===== config.mk =====
export PLATFORM = sky130hd
export DESIGN_NAME = rr_mux_arbiter
export DESIGN_NICKNAME = d
export VERILOG_FILES = /design/src/rtl/arb_pkg.sv /design/src/rtl/mux.sv /design/src/rtl/rr_pick.sv /design/src/rtl/rr_mux_arbiter.sv
export SDC_FILE = /design/constraint.sdc
export NUM_CORES = 1
export LEC_CHECK = 0
export ABC_CLOCK_PERIOD_IN_PS = 2670
export CELL_PAD_IN_SITES_DETAIL_PLACEMENT = 1
export CELL_PAD_IN_SITES_GLOBAL_PLACEMENT = 2
export CORE_MARGIN = 2
export CORE_UTILIZATION = 19
export DETAILED_ROUTE_END_ITERATION = 10
export GPL_TIMING_DRIVEN = 0
export PLACE_DENSITY_LB_ADDON = 0.1
export SYNTH_ARGS = -nofsm -noshare
export SYNTH_HDL_FRONTEND = slang
export SYNTH_SLANG_ARGS = --single-unit

===== constraint.sdc =====
create_clock -name clk -period 2.67 [get_ports clk]
set_input_delay 0.534 -clock clk [delete_from_list [all_inputs] [get_ports clk]]
set_output_delay 0.534 -clock clk [all_outputs]
set_load 0.01 [all_outputs]

===== src/rtl/arb_pkg.sv =====
// Shared definitions for the round-robin mux arbiter slice.
package arb_pkg;

  function automatic int src_w(input int words);
    return (words > 1) ? $clog2(words) : 1;
  endfunction

  typedef enum logic {
    ARB_UNLOCKED = 1'b0,
    ARB_LOCKED   = 1'b1
  } arb_state_e;

endpackage


===== src/rtl/mux.sv =====
// Generic WORDS-to-1 payload multiplexer; out-of-range selects yield zero.
module Mux
  import arb_pkg::*;
#(
  parameter int BITS  = 64,
  parameter int WORDS = 2
) (
  input  logic [BITS-1:0]          data [WORDS],
  input  logic [src_w(WORDS)-1:0]  sel,
  output logic [BITS-1:0]          result
);

  localparam int SW = src_w(WORDS);

  always_comb begin
    result = '0;
    for (int i = 0; i < WORDS; i++) begin
      if (sel == SW'(i)) result = data[i];
    end
  end

endmodule


===== src/rtl/rr_pick.sv =====
// Round-robin pick: rotate valid by ptr, fixed-priority encode, un-rotate. Purely combinational.
module rr_pick
  import arb_pkg::*;
#(
  parameter int WORDS = 2
) (
  input  logic [WORDS-1:0]         valid,
  input  logic [src_w(WORDS)-1:0]  ptr,
  output logic                     any,
  output logic [src_w(WORDS)-1:0]  idx
);

  localparam int SW = src_w(WORDS);

  logic [WORDS-1:0] rotated;
  logic [SW-1:0]    src;
  int               first;
  int               sum;

  always_comb begin
    rotated = '0;
    src     = '0;
    first   = 0;
    sum     = 0;
    for (int j = 0; j < WORDS; j++) begin
      src        = SW'((int'(ptr) + j) % WORDS);
      rotated[j] = valid[src];
    end
    // Descending scan leaves the lowest set rotated position in 'first'.
    for (int j = WORDS - 1; j >= 0; j--) begin
      if (rotated[j]) first = j;
    end
    any = |rotated;
    sum = int'(ptr) + first;
    if (sum >= WORDS) sum = sum - WORDS;
    idx = SW'(sum);
  end

endmodule


===== src/rtl/rr_mux_arbiter.sv =====
// Round-robin arbiter + shared mux into one output register; 1-cycle latency, 1 beat/cycle with flow-through.
// Stalls hold the output and drop all req_ready; RR_ARB_LOCK_EN adds req_last packet locking.
module rr_mux_arbiter
  import arb_pkg::*;
#(
  parameter int BITS  = 64,
  parameter int WORDS = 2
) (
  input  logic                      clk,
  input  logic                      reset,
`ifdef RR_ARB_LOCK_EN
  input  logic [WORDS-1:0]          req_last,
`endif
  input  logic [WORDS-1:0]          req_valid,
  input  logic [WORDS*BITS-1:0]     req_data,
  output logic [WORDS-1:0]          req_ready,
  output logic                      out_valid,
  output logic [BITS-1:0]           out_data,
  output logic [src_w(WORDS)-1:0]   out_src,
  input  logic                      out_ready
);

  localparam int SW = src_w(WORDS);

  logic [SW-1:0]    ptr;
  logic [SW-1:0]    idx;
  logic [SW-1:0]    ptr_next;
  logic [WORDS-1:0] eligible;
  logic             any;
  logic             load;
  logic             accept;
  logic             advance;
  logic [BITS-1:0]  words [WORDS];
  logic [BITS-1:0]  sel_data;

  always_comb begin
    for (int i = 0; i < WORDS; i++) words[i] = req_data[i*BITS +: BITS];
  end

  rr_pick #(.WORDS(WORDS)) pick (
    .valid (eligible),
    .ptr   (ptr),
    .any   (any),
    .idx   (idx)
  );

  Mux #(.BITS(BITS), .WORDS(WORDS)) payload_mux (
    .data   (words),
    .sel    (idx),
    .result (sel_data)
  );

  assign load      = !out_valid || out_ready;
  assign accept    = load && any && !reset;
  assign req_ready = accept ? (WORDS'(1) << idx) : '0;
  assign ptr_next  = (idx == SW'(WORDS - 1)) ? '0 : idx + 1'b1;

`ifdef RR_ARB_LOCK_EN
  arb_state_e state;
  arb_state_e state_next;
  logic [SW-1:0] lock_src;

  // While locked, only the packet owner may win, even when it is idle.
  always_comb begin
    eligible = req_valid;
    if (state == ARB_LOCKED) eligible = req_valid & (WORDS'(1) << lock_src);
  end

  always_comb begin
    state_next = state;
    advance    = 1'b0;
    case (state)
      ARB_UNLOCKED: begin
        if (accept) begin
          if (req_last[idx]) advance    = 1'b1;
          else               state_next = ARB_LOCKED;
        end
      end
      ARB_LOCKED: begin
        if (accept && req_last[idx]) begin
          advance    = 1'b1;
          state_next = ARB_UNLOCKED;
        end
      end
      default: state_next = ARB_UNLOCKED;
    endcase
  end

  always_ff @(posedge clk) begin
    if (reset) begin
      state    <= ARB_UNLOCKED;
      lock_src <= '0;
    end else begin
      state <= state_next;
      if (state == ARB_UNLOCKED && accept && !req_last[idx]) lock_src <= idx;
    end
  end
`else
  assign eligible = req_valid;
  assign advance  = accept;
`endif

  always_ff @(posedge clk) begin
    if (reset) begin
      out_valid <= 1'b0;
      out_data  <= '0;
      out_src   <= '0;
      ptr       <= '0;
    end else begin
      if (accept) begin
        out_valid <= 1'b1;
        out_data  <= sel_data;
        out_src   <= idx;
      end else if (out_ready) begin
        out_valid <= 1'b0;
      end
      if (advance) ptr <= ptr_next;
    end
  end

endmodule

==> out/results.ini <==
[cts]
cts.sinks = 67
cts_buffer_depth = 2
cts_tree = yes
h-tree-depth = 3
hold_buffers = 0
clockRootBuffer = clkbuf_16
cts_buffers = 9
clock_latency_ps = 340
clkTransAtPathRegs_ps = 50
post-cts-setup-buffers = 0

[grt]
first_global_vias = 3734
grt.total_usage = 0.161
antenna_found_initial = 0
grt_pass1_wl_mm = 20.2
grt_max_degree = 11
gr-total-overflow = 0

[placement]
io_buffers = 199
dp_hpwl_mm = 9.87
routabilityCongestion = 0.725
placed_cell_area_sq_um = 5180

[worst_setup_path]
worstPathMaxFanout = 10
end_kind = output pin
setup.worst_path.class = input pin to output pin
cp_data_arrival_time_ps = 2020
critPathLaunchType = input pin
reg2reg_from = out_valid
rrSetupSlack_ps = 1070
crit_path_start = out_ready
cp.required_ps = 2140
r2r_end = out_data[63]
reg2regPathDepth = 5

[floorplanning]
dieWidth_microns = 129
dieArea_sq_um = 16600
die_h_microns = 129
ioPinCount = 201
coreArea_sq_um = 15200
floorplan.initialDensity = 0.194
rows = 45

[logic_synthesis]
netlist_area_sq_um = 2960
ys_seq_area_frac = 0.454
synthesis.nets = 508
ys.flop_type = dfxtp_1
synth-edff-count = 0
synthCells = 375
synth-seq-cells = 67
syn-mean-instance-area_sq_um = 7.88
ys_types = 16
yosys_warnings = 0
ys_async_sr_fraction = 0

[timing]
hold_viol = 0
tightest_slew_ps = 593
rsz0062_at_grt = false
fin_skew_ps = 4.47
worst_hold_slack_ps = 498
maxSlewHeadroom = 0.604
post-route-period-util = 0.956
setup_viol = 0
fmax_ghz = 0.392
min_period_ps = 2550
slew_violations = 0

[layout]
mostFrequentLayoutCells = clkdlybuf4s50_1 (195), nor2_1 (70), dfxtp_1 (67)
fill_cells = 1823
multiInputGateArea_sq_um = 1410
design_area_sq_um = 5450
layout-drive-gt1-share = 0.0832
mostFrequentLayoutCell = clkdlybuf4s50_1
antennaDiodeCount = 0
syn_to_final_growth_pct = 84.4
nets = 718
ff_latch_area_sq_um = 1340

[drt]
routed_wl_mm = 13.2
firstDrtPassIters = 4
dr_wl_met3_mm = 1.21
viasPerCell = 4.45
met1_length_mm = 5.80
detail-route-antenna-nets = 0
routed-via-count = 3456
drtIter0Drc = 83
drc = 0
highest_layer = met4
routed-wl-met2_mm = 6.11
wl_per_cell_microns = 17.0

[outcome]
status = completed

[power]
p_per_area_nw_per_um2 = 555
peakVddDrop_uv = 255
p_leak_nw = 2.00
report.power.total_mw = 3.02

[worst_hold_path]
min_to = out_data[47]
min_path_type = flip-flop to flip-flop
hold_depth = 2
worstHoldStart = out_data[47]

[job]
maxCapViolCount = 0

per-stage QoR:
stage	std cells	setup slack [ps]	utilization	setup TNS (ps)
floorplan	375	664	-	0
global placement	762	-390	0.341	-778
CTS	777	7.37	0.358	0
finish	777	117	0.358	0
detailed placement	762	-406	0.341	-807
global route	777	54.9	0.358	0
logic make-up (layout without fill, tap and decap cells):
kind of cell,after synthesis,count (layout),synth area share
buf+inv,36,250,0.0724
flops,67,67,0.454
compound gates,130,130,0.287
simple gates,142,142,0.187
routing by layer:
layer / up-vias / track usage
met5: - / 0
met4: 0 / 0.0403
met3: 9 / 0.0736
met2: 128 / 0.258
met1: 1605 / 0.197
li1: 1714 / -
power by group:
part           internal [mW]  switching [mW]  total (mW)
Sequential              1.09          0.0436        1.13
Combinational          0.436           0.354       0.790
Clock                  0.644           0.456        1.10
Total                   2.17           0.854        3.02
sequential cells by signal, indices dropped and copies added, names as in the netlist:
| name | count |
|---|---|
| out_data | 64 |
| out_src | 1 |
| out_valid | 1 |
| ptr | 1 |
Yosys cell counts, types with 2 or more instances:
cell type   n  area [sq um]
a211oi_1   64           480
buf_2      12          60.1
dfxtp_1    67          1340
a21oi_2     9          78.8
nor2_1     70           263
clkbuf_1   13          48.8
nor2b_1     2          12.5
nand2_1    64           240
buf_6       6          67.6
buf_4       5          37.5
nor3_1      3          15.0
a21oi_1    56           280
how the worst max path moves through the flow:
| stage | endpoint | slack, ps | cells after the start |
|---|---|---|---|
| final | req_ready[0] | 120 | 6 |
| after global routing | req_ready[0] | 50 | 6 |
| after CTS | req_ready[0] | 7 | 6 |
| after detailed placement | req_ready[1] | -410 | 6 |
| after global placement | req_ready[1] | -390 | 6 |
| after floorplan | req_ready[0] | 660 | 4 |
what timing repair did:
action / CTS / global route
hold endpoints to repair: 0 / 0
resized for setup: 10 / 1
endpoints found under the setup margin: 2 / 2
cell type report:
cell class                      instances  share of cell area
Timing Repair Buffer                  199               0.365
Multi-Input combinational cell        272               0.258
Sequential cell                        67               0.246
Clock buffer                           12              0.0452
Tap cell                              188              0.0432
Buffer                                 36              0.0397
Clock inverter                          3             0.00276
worst max-delay path: stages:
cell             delay (ps)
clkdlybuf4s50_1         470
nor2b_1                  70
or3_4                   350
buf_4                   190
nor2_1                  140
clkdlybuf4s15_2         260
Power figures use the tool's default switching activity.
